[config.mk]
export PLATFORM = sky130hd
export DESIGN_NAME = window_reg_kxk_flat
export DESIGN_NICKNAME = d
export VERILOG_FILES = /design/src/rtl/window_reg_kxk_pkg.sv /design/src/rtl/window_reg_kxk_if.sv /design/src/rtl/window_reg_kxk_row_shift.sv /design/src/rtl/window_reg_kxk.sv /design/src/flat_wrapper.sv
export SDC_FILE = /design/constraint.sdc
export NUM_CORES = 1
export LEC_CHECK = 0
export ABC_CLOCK_PERIOD_IN_PS = 1300
export CAP_MARGIN = 15
export CORE_ASPECT_RATIO = 0.5
export CORE_MARGIN = 1
export CORE_UTILIZATION = 40
export DETAILED_ROUTE_END_ITERATION = 12
export PLACE_DENSITY_LB_ADDON = 0.05
export SETUP_SLACK_MARGIN = 0.15
export SYNTH_ARGS = -nofsm -noshare
export SYNTH_HDL_FRONTEND = slang
export SYNTH_SLANG_ARGS = --single-unit
[constraint.sdc]
create_clock -name clk -period 1.3 [get_ports clk]
set_input_delay 0.13 -clock clk [delete_from_list [all_inputs] [get_ports clk]]
set_output_delay 0.13 -clock clk [all_outputs]
set_load 0.01 [all_outputs]
[src/rtl/window_reg_kxk_pkg.sv]
// Shared types and constants for the KxK sliding-window register.
// The optional WINDOW_ZERO_PAD_EN build uses pad_width() for "same" padding.
package window_reg_kxk_pkg;

  typedef enum logic [1:0] {
    S_FILL,
    S_RUN,
    S_TAIL
  } win_state_t;

  localparam int DEFAULT_DATA_WIDTH = 16;
  localparam int DEFAULT_KERNEL     = 3;
  localparam int DEFAULT_IMG_WIDTH  = 8;

  function automatic int pad_width(input int kernel);
    return (kernel - 1) / 2;
  endfunction

endpackage

[src/rtl/window_reg_kxk_if.sv]
// Column-in / window-out valid-ready bundle between line buffers, window register and MAC array.
interface window_reg_kxk_if
  import window_reg_kxk_pkg::*;
#(
  parameter int DATA_WIDTH = DEFAULT_DATA_WIDTH,
  parameter int KERNEL     = DEFAULT_KERNEL,
  parameter int IMG_WIDTH  = DEFAULT_IMG_WIDTH
);
  localparam int CW = (IMG_WIDTH > 1) ? $clog2(IMG_WIDTH) : 1;

  logic                                 in_valid;
  logic                                 in_ready;
  logic [KERNEL*DATA_WIDTH-1:0]         in_col;
  logic                                 out_valid;
  logic                                 out_ready;
  logic [KERNEL*KERNEL*DATA_WIDTH-1:0]  out_window;
  logic [CW-1:0]                        out_col_idx;
  logic                                 out_last;

  modport master (
    output in_valid, in_col, out_ready,
    input  in_ready, out_valid, out_window, out_col_idx, out_last
  );

  modport slave (
    input  in_valid, in_col, out_ready,
    output in_ready, out_valid, out_window, out_col_idx, out_last
  );

endinterface

[src/rtl/window_reg_kxk_row_shift.sv]
// One K-deep row of the sliding window: column 0 is the newest pixel, column K-1 the oldest.
module window_reg_kxk_row_shift #(
  parameter int DATA_WIDTH = 16,
  parameter int KERNEL     = 3
) (
  input  logic                         clk,
  input  logic                         rst,
  input  logic                         shift_en,
  input  logic                         load_en,
  input  logic                         zero_en,
  input  logic [DATA_WIDTH-1:0]        din,
  output logic [KERNEL*DATA_WIDTH-1:0] row
);
  localparam int OLD_W = (KERNEL - 1) * DATA_WIDTH;

  logic [DATA_WIDTH-1:0] pix;

  assign pix = zero_en ? '0 : din;

  // NOTE: the window registers are reset because their contents are visible on out_window.
  always_ff @(posedge clk) begin
    if (rst) begin
      row <= '0;
    end else if (load_en) begin
      row <= {{OLD_W{1'b0}}, pix};
    end else if (shift_en) begin
      row <= {row[OLD_W-1:0], pix};
    end
  end

endmodule

[src/rtl/window_reg_kxk.sv]
// KxK sliding-window register: shifts in line-buffer columns and emits complete windows.
// Define WINDOW_ZERO_PAD_EN for "same" zero padding (IMG_WIDTH windows per row).
module window_reg_kxk
  import window_reg_kxk_pkg::*;
#(
  parameter int DATA_WIDTH = DEFAULT_DATA_WIDTH,
  parameter int KERNEL     = DEFAULT_KERNEL,
  parameter int IMG_WIDTH  = DEFAULT_IMG_WIDTH
) (
  input logic             clk,
  input logic             Rst_window,
  window_reg_kxk_if.slave bus
);
  localparam int DW = DATA_WIDTH;
  localparam int K  = KERNEL;
  localparam int CW = (IMG_WIDTH > 1) ? $clog2(IMG_WIDTH) : 1;
  localparam logic [CW-1:0] LAST_COL = CW'(IMG_WIDTH - 1);

  win_state_t          state;
  logic [CW-1:0]       col_cnt;
  logic [CW-1:0]       idx_cnt;
  logic [K*K*DW-1:0]   window_q;

  logic slot_free, accept, row_wrap, win_on_accept;
  logic tail_step, row_load, emit, emit_last;

  assign slot_free     = !bus.out_valid || bus.out_ready;
  assign bus.in_ready  = slot_free && (state != S_TAIL);
  assign accept        = bus.in_valid && bus.in_ready;
  assign row_wrap      = accept && (col_cnt == LAST_COL);

`ifdef WINDOW_ZERO_PAD_EN
  localparam int P = pad_width(KERNEL);
  localparam logic [CW-1:0] FIRST_WIN_COL = CW'(P);
  localparam logic [CW-1:0] LAST_TAIL     = CW'(P - 1);

  // During the tail col_cnt counts the inserted zero columns.
  assign tail_step = (state == S_TAIL) && slot_free;
  assign row_load  = accept && (col_cnt == '0);
  assign emit_last = tail_step && (col_cnt == LAST_TAIL);
`else
  localparam logic [CW-1:0] FIRST_WIN_COL = CW'(KERNEL - 1);

  assign tail_step = 1'b0;
  assign row_load  = 1'b0;
  assign emit_last = row_wrap;
`endif

  assign win_on_accept = accept && ((state == S_RUN) || (col_cnt == FIRST_WIN_COL));
  assign emit          = win_on_accept || tail_step;

  for (genvar r = 0; r < K; r++) begin : g_row
    window_reg_kxk_row_shift #(
      .DATA_WIDTH (DW),
      .KERNEL     (K)
    ) u_row (
      .clk      (clk),
      .rst      (Rst_window),
      .shift_en (accept || tail_step),
      .load_en  (row_load),
      .zero_en  (tail_step),
      .din      (bus.in_col[r*DW +: DW]),
      .row      (window_q[r*K*DW +: K*DW])
    );
  end

  assign bus.out_window = window_q;

  always_ff @(posedge clk) begin
    if (Rst_window) begin
      state           <= S_FILL;
      col_cnt         <= '0;
      idx_cnt         <= '0;
      bus.out_valid   <= 1'b0;
      bus.out_last    <= 1'b0;
      bus.out_col_idx <= '0;
    end else begin
      if (emit) begin
        bus.out_valid   <= 1'b1;
        bus.out_last    <= emit_last;
        bus.out_col_idx <= idx_cnt;
        idx_cnt         <= emit_last ? '0 : idx_cnt + 1'b1;
      end else if (bus.out_ready) begin
        bus.out_valid <= 1'b0;
        bus.out_last  <= 1'b0;
      end

      if (row_wrap) begin
        col_cnt <= '0;
`ifdef WINDOW_ZERO_PAD_EN
        state   <= S_TAIL;
`else
        state   <= S_FILL;
`endif
      end else if (accept) begin
        col_cnt <= col_cnt + 1'b1;
        if (win_on_accept) state <= S_RUN;
      end
`ifdef WINDOW_ZERO_PAD_EN
      else if (tail_step) begin
        if (emit_last) begin
          col_cnt <= '0;
          state   <= S_FILL;
        end else begin
          col_cnt <= col_cnt + 1'b1;
        end
      end
`endif
    end
  end

endmodule

[src/flat_wrapper.sv]
// flat-port wrapper written by rule: the top's interface ports become plain ports
module window_reg_kxk_flat import window_reg_kxk_pkg::*;
#(
  parameter int DATA_WIDTH = DEFAULT_DATA_WIDTH,
  parameter int KERNEL     = DEFAULT_KERNEL,
  parameter int IMG_WIDTH  = DEFAULT_IMG_WIDTH
)
  (clk, Rst_window, bus_in_valid, bus_in_col, bus_out_ready, bus_in_ready, bus_out_valid, bus_out_window, bus_out_col_idx, bus_out_last);
  window_reg_kxk_if #(.DATA_WIDTH(DATA_WIDTH), .KERNEL(KERNEL), .IMG_WIDTH(IMG_WIDTH)) bus_i ();
  input logic clk;
  input logic Rst_window;
  input wire logic [$bits(bus_i.in_valid)-1:0] bus_in_valid;
  input wire logic [$bits(bus_i.in_col)-1:0] bus_in_col;
  input wire logic [$bits(bus_i.out_ready)-1:0] bus_out_ready;
  output wire logic [$bits(bus_i.in_ready)-1:0] bus_in_ready;
  output wire logic [$bits(bus_i.out_valid)-1:0] bus_out_valid;
  output wire logic [$bits(bus_i.out_window)-1:0] bus_out_window;
  output wire logic [$bits(bus_i.out_col_idx)-1:0] bus_out_col_idx;
  output wire logic [$bits(bus_i.out_last)-1:0] bus_out_last;
  assign bus_i.in_valid = bus_in_valid;
  assign bus_i.in_col = bus_in_col;
  assign bus_i.out_ready = bus_out_ready;
  assign bus_in_ready = bus_i.in_ready;
  assign bus_out_valid = bus_i.out_valid;
  assign bus_out_window = bus_i.out_window;
  assign bus_out_col_idx = bus_i.out_col_idx;
  assign bus_out_last = bus_i.out_last;
  window_reg_kxk #(.DATA_WIDTH(DATA_WIDTH), .KERNEL(KERNEL), .IMG_WIDTH(IMG_WIDTH)) u_core (.clk(clk), .Rst_window(Rst_window), .bus(bus_i));
endmodule
==> summary.md, run 1 <==
| Metric | Value |
|---|---|
| Fraction of registers with async set/reset | 0% |
| Most common cell in the netlist | nand2_1 |
| Global-route wire length before repair | 25.2 mm |
| Total GRT Usage | 22.7% |
| Dominant cell type by area after synthesis | dfxtp_1 |
| Layout cells sized above 1 | 63.7% |
| Lkg Pwr | 0.00466 uW |
| Ports | slightly above 200 |
| Top FF cell, synth | dfxtp_1 |
| Met2 Wirelength | 10.5 mm |
| Clk buf depth | 2 |
| Logic gate share of total power | 17.0% |
| GP Congestion | approximately 0.77 |
| Vias in the first global route | 4849 |
| Count of cell types in the netlist | 19 |
| Routed WL | 20.9 mm |
| Top Metal Used | met4 |
| CTS tree | yes |
| Clk sinks | about 160 |
| Worst Skew | roughly 0.016 ns |
| ANT nets after route | 0 |
| Worst-path maximum fanout | 8 |
| Row cnt | 29 |
| # port buffers | 201 |
| Peak VDD IR | 0.924 mV |
| Final WS setup | -0.132 ns |
| Setup crit start kind | register |
| DRT iter0 DRCs | 345 |
| Seq pwr share | between 40% and 50% |
| Met3 WL post-DR | between 1 and 1.5 mm |
| Core ar. | 13000 um2 |
| Via count | about 5.8k |
| Met1 wire length | 8.75 mm |
| Slew headroom | a little over half |
| Failing checks | setup timing |
| Pwr Density | 1150 nW/um2 |
| RSZ-0062 raised after global routing | true |
| Final hold vios | 0 |
| Die X | between 150 and 200 um |
| WL/cell | 18.5 um |
| CP Capture Type | register |
| Setup slack at placement | -0.293 ns |
| Ant diodes | 0 |
| Internal power | 9130 uW |
| Initial antenna violation count | 0 |
| Fmax | 698 MHz |
| Final HPWL DP | approximately 9.7 mm |
| Syn. warnings | 0 |
| Hold Crit Class | in -> reg |
| CTS clk-pin slew, worst paths | about 0.07 ns |
| DIE AREA | 14100 um2 |
| Area Growth Syn to Fin | 99.6% |
| Max-Cap Viols | 0 |
| Main area contributors after synthesis | dfxtp_1, nand2_1, a21oi_1 |
| Total negative slack | -5.28 ns |
| Post-synth top area share | about 58% |
| Clk_lat worst skew | a little over 0.4 ns |
| CP arrival | 1.79 ns |
| Final #Nets | ~1.0k |
| Mapped Area | between 5000 and 6000 um2 |
| Num CTS Buffers | 17 |
| Final period utilization | 110% |
| Number of synthesized flops with an enable pin | 0 |
| Final setup fails | 119 |
| Pin count of the biggest net entering global routing | 73 |
| Net Sw Frac | a little over a quarter |
| CTS root buffer | clkbuf_16 |
| CTS H-Tree Depth | 4 |
| Post-synth top cells | nand2_1, dfxtp_1, a21oi_1 |
| Min Clock Period, post-route | roughly 1.4 ns |
| Worst Tran Pin Value | 0.700 ns |
| Yosys reg bits | approximately 160 |
| Slew Viols, Final | 0 |
| Switching power | 3290 uW |
| DIE HEIGHT | 84.4 um |
| Initial Util | 41.9% |
| Seq/Total Area, Yosys | between 50% and 60% |
| Mapped Nets | 735 |
| Setup Crit Path Kind | reg -> reg |
| GRT overflow | 0 |
| First-pass detailed-route iteration total | 5 |
| DRC viols | 0 |
| Vias/cell | 5.13 |
| Worst path required time | 1.65 ns |
| Synth Instances | 679 |
| Clock Power Share | between 40% and 50% |
| Synth Area per Inst | between 7 and 8 um2 |
| Status | complete, but fails checks |
## what timing repair did
item | CTS | global route
hold buffers | 0 | 0
pin swaps | 23 | 135
setup buffers | 8 | 28
resized for setup | 436 | 552
setup endpoints to repair | 306 | 284
hold endpoints to repair | 0 | 0
cloned | 9 | 22
## flip-flops by register name, indices dropped and copies added (netlist names)
signal	cells
u_core.g_row.u_row.row	144
u_core.bus.out_col_idx	3
u_core.col_cnt	3
u_core.idx_cnt	3
u_core.bus.out_last	1
u_core.bus.out_valid	1
u_core.state	1
## kinds of logic after synthesis
| logic type | synth area share [%] |
|---|---|
| simple gates | 22.1 |
| flops | 57.5 |
| compound gates | 14.4 |
| buf+inv | 4.33 |
| mux | 0.737 |
| fa+ha+maj | 0.922 |
## final timing paths
| kind | start | end | slack (ns) | cells after the start |
|---|---|---|---|---|
| min | Rst_window | u_core.bus.out_last$_SDFFE_PP0P_ | 0.16 | 3 |
| min reg2reg | u_core.g_row[2].u_row.row[8]$_SDFFE_PP0P_ | u_core.g_row[2].u_row.row[24]$_SDFFE_PP0P_ | 0.46 | 2 |
| max reg2reg | u_core.col_cnt[1]$_SDFFE_PP0P_ | u_core.idx_cnt[2]$_SDFFE_PP0P_ | -0.13 | 5 |
| max | u_core.col_cnt[1]$_SDFFE_PP0P_ | u_core.idx_cnt[2]$_SDFFE_PP0P_ | -0.13 | 5 |
## critical path, cell delays in order (launching register included)
cell	delay, ns
dfxtp_2	0.34
buf_6	0.12
ha_4	0.15
ha_4	0.18
or4b_1	0.46
a21oi_1	0.12
## cell type report
class,instances,area (um2)
multi-input combinational,473,3530
sequential,156,3280
clock inverter,12,161
tap,170,213
inverter,2,7.51
fill,728,2110
clock buffer,20,447
timing repair buffer,295,3200
## power groups by stage
stage	sequential, uW	clock [uW]	combinational [uW]
6_report	5130	5170	2110
5_1_grt	5150	5440	2210
3_3_place_gp	5180	0	1190
3_5_place_dp	5180	0	1190
2_1_floorplan	5240	0	454
4_1_cts	5090	5200	1370
## per-stage QoR
step / utilization [%] / total power (uW) / std cells / instance area, um2 / hold slack (ns)
final: 83.7 / 12400 / 1128 / 10800 / 0.161
after CTS: 69.5 / 11700 / 1078 / 9000 / 0.149
after global routing: 83.7 / 12800 / 1128 / 10800 / 0.156
after global placement: 60.1 / 6370 / 1029 / 7780 / 0.442
after floorplan: - / 5700 / 679 / 5470 / 0.266
after detailed placement: 60.1 / 6380 / 1029 / 7780 / 0.446
## layer usage
layer  vias to the layer above  global-route usage (%)
li1                       2749                       -
met1                      2832                    29.0
met2                       179                    37.5
met3                        26                    7.45
met4                         0                    4.97
met5                         -                       0
## cell usage in the layout (no fill, tap or decap), types with 24 or more instances in the layout
cell type / count
dfxtp_2: 57
clkdlybuf4s50_1: 50
dfxtp_1: 77
clkdlybuf4s15_2: 47
buf_4: 26
clkbuf_16: 33
nand2_2: 43
a21oi_1: 41
a21oi_2: 110
buf_2: 24
clkbuf_2: 59
nand2_1: 141
nand2_4: 109
No activity file was read; power rests on OpenSTA's default activity.
==> inputs of run 2 (changes only) <==
Settings changed: CAP_MARGIN 15 to 40, MAX_ROUTING_LAYER from default to met4, PLACE_DENSITY from default to 0.76, PLACE_DENSITY_LB_ADDON 0.05 to default.
==> run 2 against run 1 <==
The flow still finishes with violations (setup timing). Sequential power hardly changed. Via count rose by 26%. Worst hold slack got worse by 0.12 ns. Critical path type unchanged.
==> summary.md, run 2 (synthesized netlist as in run 1, its figures left out) <==
| Metric | Value |
|---|---|
| Worst Tran Pin Value | 0.493 ns |
| Clk buf depth | 2 |
| Non-filler instance count after layout | 1180 |
| Core ar. | 13000 um2 |
| Worst-path maximum fanout | 5 |
| Critical register-to-register path startpoint | u_core.col_cnt[0]$_SDFFE_PP0P_ |
| Min Clock Period, post-route | roughly 1.7 ns |
| DIE AREA | ~14000 um2 |
| Register with the most flip-flops | u_core.g_row.u_row.row |
| Lkg Pwr | ~0.0053 uW |
| CP Capture Type | register |
| Clk_lat worst skew | 0.45 ns |
| Pin count of the biggest net entering global routing | 67 |
| Area Growth Syn to Fin | 117% |
| Final setup fails | 157 |
| Final HPWL DP | around 9.9 mm |
| Min-Delay Endpoint | u_core.bus.out_valid$_SDFFE_PP0P_ |
| # port buffers | 201 |
| Most common cell after layout, fill and taps aside | a21oi_2 |
| Layout cells sized above 1 | 77.1% |
| Worst Skew | 0.0219 ns |
| WL/cell | around 28 um |
| Pwr Density | around 1100 nW/um2 |
| Initial Util | around two fifths |
| Ports | 202 |
| CTS H-Tree Depth | 4 |
| Num CTS Buffers | 17 |
| Total negative slack | -35.58 ns |
| WHS Path Cells | 2 |
| Filler Cell Count | 401 |
| DRC viols | 0 |
| Fmax | ~570 MHz |
| First-pass detailed-route iteration total | 7 |
| Global-route wire length before repair | 40.4 mm |
| Setup crit start kind | register |
| DRT iter0 DRCs | about 770 |
| Reg2Reg Depth | 8 |
| Final hold vios | 0 |
| Die X | 167 um |
| Final #Nets | 1051 |
| RSZ-0062 raised after global routing | true |
| Vias in the first global route | 6779 |
| Worst reg2reg path endpoint | u_core.idx_cnt[2]$_SDFFE_PP0P_ |
| Failing checks | setup timing |
| Final period utilization | 134% |
| Status | complete, but fails checks |
| GRT overflow | 0 |
| Slew Viols, Final | 0 |
| Max-Cap Viols | 0 |
| CTS clk-pin slew, worst paths | 0.07 ns |
| Hold buffer count at cts | 0 |
| HP Start | Rst_window |
| Row cnt | 29 |
| Total GRT Usage | 39.3% |
| ANT nets after route | 0 |
| Clk sinks | approximately 160 |
| CP arrival | 2.05 ns |
| Initial antenna violation count | 2 |
| Hold Worst Slack | roughly 0.038 ns |
| R2R Setup Slk | -0.44 ns |
| Peak VDD IR | 0.904 mV |
| Slew headroom | 67.1% |
| CTS tree | yes |
| Routed WL | between 30 and 40 mm |
| CTS root buffer | clkbuf_16 |
| Max reg flops | 144 |
| Vias/cell | 6.16 |
| DIE HEIGHT | between 80 and 90 um |
| Hold Crit Class | in -> reg |
| Via count | ~7.3k |
| Worst path required time | about 1.6 ns |
| Inst Count DP | 1023 |
| Setup Crit Path Kind | reg -> reg |
| Final WS setup | -0.444 ns |
| Most frequent cells in the layout | a21oi_2, nand2_4, nand2_1, clkbuf_2, nand2_2 |
| GP Congestion | approximately 0.8 |
## run 2: cell types whose count changed in the layout (fill, tap and decap cells not counted), moves of 19 or more
cell             delta
dfxtp_1            -25
nand2_1            -40
nand2_2            +20
dfxtp_4            +26
buf_16             +26
nand2_4            +19
buf_4              +25
clkdlybuf4s15_2    -27
buf_2              +32
a21oi_2            +25
a21oi_1            -31
## run 2: stage by stage
step                      total power [uW]  setup WS, ns  utilization (%)  cell area (um2)
after floorplan                       5700       -0.0745                -             5470
after global placement                6330        -0.340             59.7             7740
after detailed placement              6360        -0.439             59.7             7740
after CTS                            12300        -0.217             84.0            10900
after global routing                 13300        -0.473             91.1            11800
final                                13100        -0.444             91.1            11800
## run 2: report_power, final
group,internal [uW],switching [uW]
registers,4920,229
clock network,2870,2380
logic,1360,1370
total,9150,3980
## run 2: worst max path at each step
stage	from	to	slack [ns]	depth (start not counted)
final	u_core.col_cnt[0]$_SDFFE_PP0P_	u_core.idx_cnt[2]$_SDFFE_PP0P_	-0.44	8
after global routing	u_core.col_cnt[0]$_SDFFE_PP0P_	u_core.idx_cnt[2]$_SDFFE_PP0P_	-0.47	8
after CTS	u_core.col_cnt[0]$_SDFFE_PP0P_	u_core.idx_cnt[2]$_SDFFE_PP0P_	-0.22	6
after detailed placement	bus_out_ready	u_core.idx_cnt[2]$_SDFFE_PP0P_	-0.44	5
after global placement	bus_out_ready	u_core.idx_cnt[2]$_SDFFE_PP0P_	-0.34	5
after floorplan	u_core.col_cnt[0]$_SDFFE_PP0P_	u_core.idx_cnt[2]$_SDFFE_PP0P_	-0.07	6
## run 2: per-layer routing
metal  up-vias  wire length, um  global-route usage [%]
li1       2859                -                       -
met1      3501            12100                    43.6
met2       635            14900                    63.8
met3       279             3480                    9.10
met4         0             2990                    26.9
met5         -                0                       -
## run 2: cell type report
class                   count  area [um2]  share of cell area (%)
multi-input cells         473        3890                    33.0
clock inverters            14         160                    1.36
flip-flops and latches    156        3370                    28.6
clock buffers              18         429                    3.64
repair buffers            345        3720                    31.5
inverters                   2        7.51                  0.0636
well taps                 170         213                    1.80
diodes                      2        5.00                  0.0424
## run 2: timing repair
item	in CTS	in global routing
setup buffers	41	42
gates cloned	35	5
resized for setup	719	500
pin swaps	163	99
endpoints found under the setup margin	306	303
## run 2: critical path, stage by stage, from the launching register on
cell and delay, ns:
dfxtp_2 0.34, inv_2 0.07, ha_4 0.11, nor2b_4 0.17, o211ai_4 0.13, buf_6 0.15, buf_6 0.12, o21ai_0 0.40
a21oi_2 0.13
==> inputs of run 3 (changes only) <==
Settings changed: ABC_CLOCK_PERIOD_IN_PS 1300 to 1500, SLEW_MARGIN from default to 10.
Clock period 1.3 ns to 1.5 ns, I/O delays scaled along.
==> run 3 against run 2 <==
The run still ends with setup timing left. Core utilization shrank 28 points. Sequential power decreased by 15%. Routed wire length decreased by 58%. Clock power fell by 19%. Worst hold slack better by 0.081 ns. Highest routed layer unchanged.
==> summary.md, run 3 (synthesized netlist as in run 1, its figures left out) <==
| Metric | Value |
|---|---|
| Global-route wire length before repair | approximately 24 mm |
| Failing checks | setup timing |
| Min Clock Period, post-route | 1.51 ns |
| Via count | between 5k and 6k |
| DRT iter0 DRCs | around 200 |
| CTS tree | yes |
| Final setup fails | 1 |
| Ant diodes | 0 |
| Routed WL | 14.2 mm |
| Worst path required time | 1.84 ns |
| Layout cells sized above 1 | just over 8% |
| RSZ-0062 raised after global routing | true |
| Most common cell after layout, fill and taps aside | nand2_1 |
| Inst Count DP | 1018 |
| Peak VDD IR | 0.813 mV |
| GRT overflow | 0 |
| Initial antenna violation count | 0 |
| Register with the most flip-flops | u_core.g_row.u_row.row |
| First-pass detailed-route iteration total | 4 |
| Final #Nets | 926 |
| ANT nets after route | 0 |
| Area after DPL | roughly 7700 um2 |
| R2R Setup Slk | -0.01 ns |
| CP Capture Type | register |
| CTS root buffer | clkbuf_16 |
| Net Sw Frac | 24.8% |
| Storage cell area | 3130 um2 |
| CTS clk-pin slew, worst paths | around 0.060 ns |
| Overall power | 9600 uW |
| Core ar. | 13000 um2 |
| Lkg Pwr | between 0.003 and 0.004 uW |
| Initial Util | approximately two fifths |
| Area Growth Syn to Fin | 50.9% |
| Clock Power Share | 44.3% |
| Worst Tran Pin Value | 0.357 ns |
| Pin count of the biggest net entering global routing | 53 |
| Vias/cell | 4.78 |
| Slew headroom | 76.2% |
| Status | complete, but fails checks |
| Num CTS Buffers | 17 |
| Row cnt | 29 |
| Final hold vios | 0 |
| Footprint of the multi-input gates | ~2100 um2 |
| CP arrival | roughly 1.9 ns |
| Switching power | 2380 uW |
| Hold Crit Class | in -> reg |
| CTS H-Tree Depth | 4 |
| DRC viols | 0 |
| Pwr Density | 1170 nW/um2 |
| Fmax | roughly 660 MHz |
| Setup crit start kind | register |
| Most frequent cells in the layout | nand2_1, dfxtp_1, a21oi_1, dlygate4sd2_1, clkdlybuf4s50_1 |
| Hold Worst Slack | around 0.12 ns |
| Seq pwr share | 45.8% |
| Non-filler instance count after layout | 1052 |
| Internal power | 7220 uW |
| WL/cell | 13.5 um |
| DIE AREA | 14100 um2 |
| Worst-path maximum fanout | 4 |
| Ports | between 200 and 250 |
| # port buffers | 201 |
| Filler Cell Count | 1165 |
| Clk sinks | about 160 |
| Final WS setup | -0.0140 ns |
| Total GRT Usage | 21.2% |
| Clk_lat worst skew | 0.41 ns |
| Setup Crit Path Kind | reg -> reg |
| Worst Skew | around 0.0071 ns |
| GP Congestion | slightly below 0.8 |
| Final Cell Area | 8190 um2 |
| Vias in the first global route | roughly 4.7k |
| Slew Viols, Final | 0 |
| Max reg flops | 144 |
| Clk buf depth | 2 |
| Die X | 167 um |
| Max-Cap Viols | 0 |
| Final HPWL DP | 9.78 mm |
| Final period utilization | 101% |
| Hold buffer count at cts | 0 |
| Logic gate share of total power | 9.8% |
| DIE HEIGHT | 84.4 um |
-- run 3: cell count changes in the layout (fill, tap and decap cells not counted), sizes merged, moves of 2 or more --
cell	previous run	this run
nand2	296	294
clkbuf	94	17
dlygate4sd2	1	149
clkdlybuf4s15	20	0
diode	2	0
buf	198	23
-- run 3: power groups by stage --
| stage | clock network, uW | logic (uW) | registers (uW) |
|---|---|---|---|
| floorplan | 0 | 382 | 4550 |
| global route | 4560 | 1030 | 4420 |
| finish | 4250 | 945 | 4400 |
| global placement | 0 | 1010 | 4490 |
| detailed placement | 0 | 1020 | 4490 |
| CTS | 4350 | 948 | 4400 |
-- run 3: worst paths after layout --
path                                                              endpoint                                        from  cells after the start
worst max-delay path                        u_core.idx_cnt[2]$_SDFFE_PP0P_              u_core.col_cnt[0]$_SDFFE_PP0P_                      6
worst min-delay path                u_core.bus.out_col_idx[0]$_SDFFE_PP0P_                                  Rst_window                      2
worst max register to register              u_core.idx_cnt[2]$_SDFFE_PP0P_              u_core.col_cnt[0]$_SDFFE_PP0P_                      6
worst min register to register  u_core.g_row[2].u_row.row[42]$_SDFFE_PP0P_  u_core.g_row[2].u_row.row[42]$_SDFFE_PP0P_                      2
-- run 3: worst max-delay path: stages, from the launching register on --
cell	delay, ns
dfxtp_2	0.34
inv_2	0.06
ha_4	0.11
nor2b_4	0.15
o211ai_4	0.10
or4b_4	0.56
a21oi_2	0.14
-- run 3: per-layer routing --
metal / vias up / track usage, % / wire, um
li1: 2567 / - / -
met5: - / - / 0
met3: 29 / 4.48 / 506
met1: 2331 / 24.6 / 6250
met2: 102 / 35.9 / 7090
met4: 0 / 9.01 / 381
-- run 3: area by class of cell --
type,count,area share (%)
clock buffers,17,5.19
clock inverters,14,1.94
inverters,2,0.0916
multi-input cells,471,26.1
flip-flops and latches,156,38.2
well taps,170,2.60
repair buffers,222,25.9
-- run 3: metrics by stage --
stage | util, % | setup TNS, ns | setup slack (ns)
after floorplan | - | 0 | 0.125
after global placement | 59.5 | -3.49 | -0.124
after detailed placement | 59.5 | -7.75 | -0.185
after CTS | 63.0 | -0.00699 | -0.00699
after global routing | 63.3 | -0.0838 | -0.0636
final | 63.3 | -0.0140 | -0.0140
-- run 3: timing repair --
action | 4_1_cts | 5_1_grt
endpoints found under the setup margin | 157 | 12
gates resized for setup | 161 | 8
cloned | 0 | 0
pin swaps | 3 | 5
buffers inserted | 3 | 0
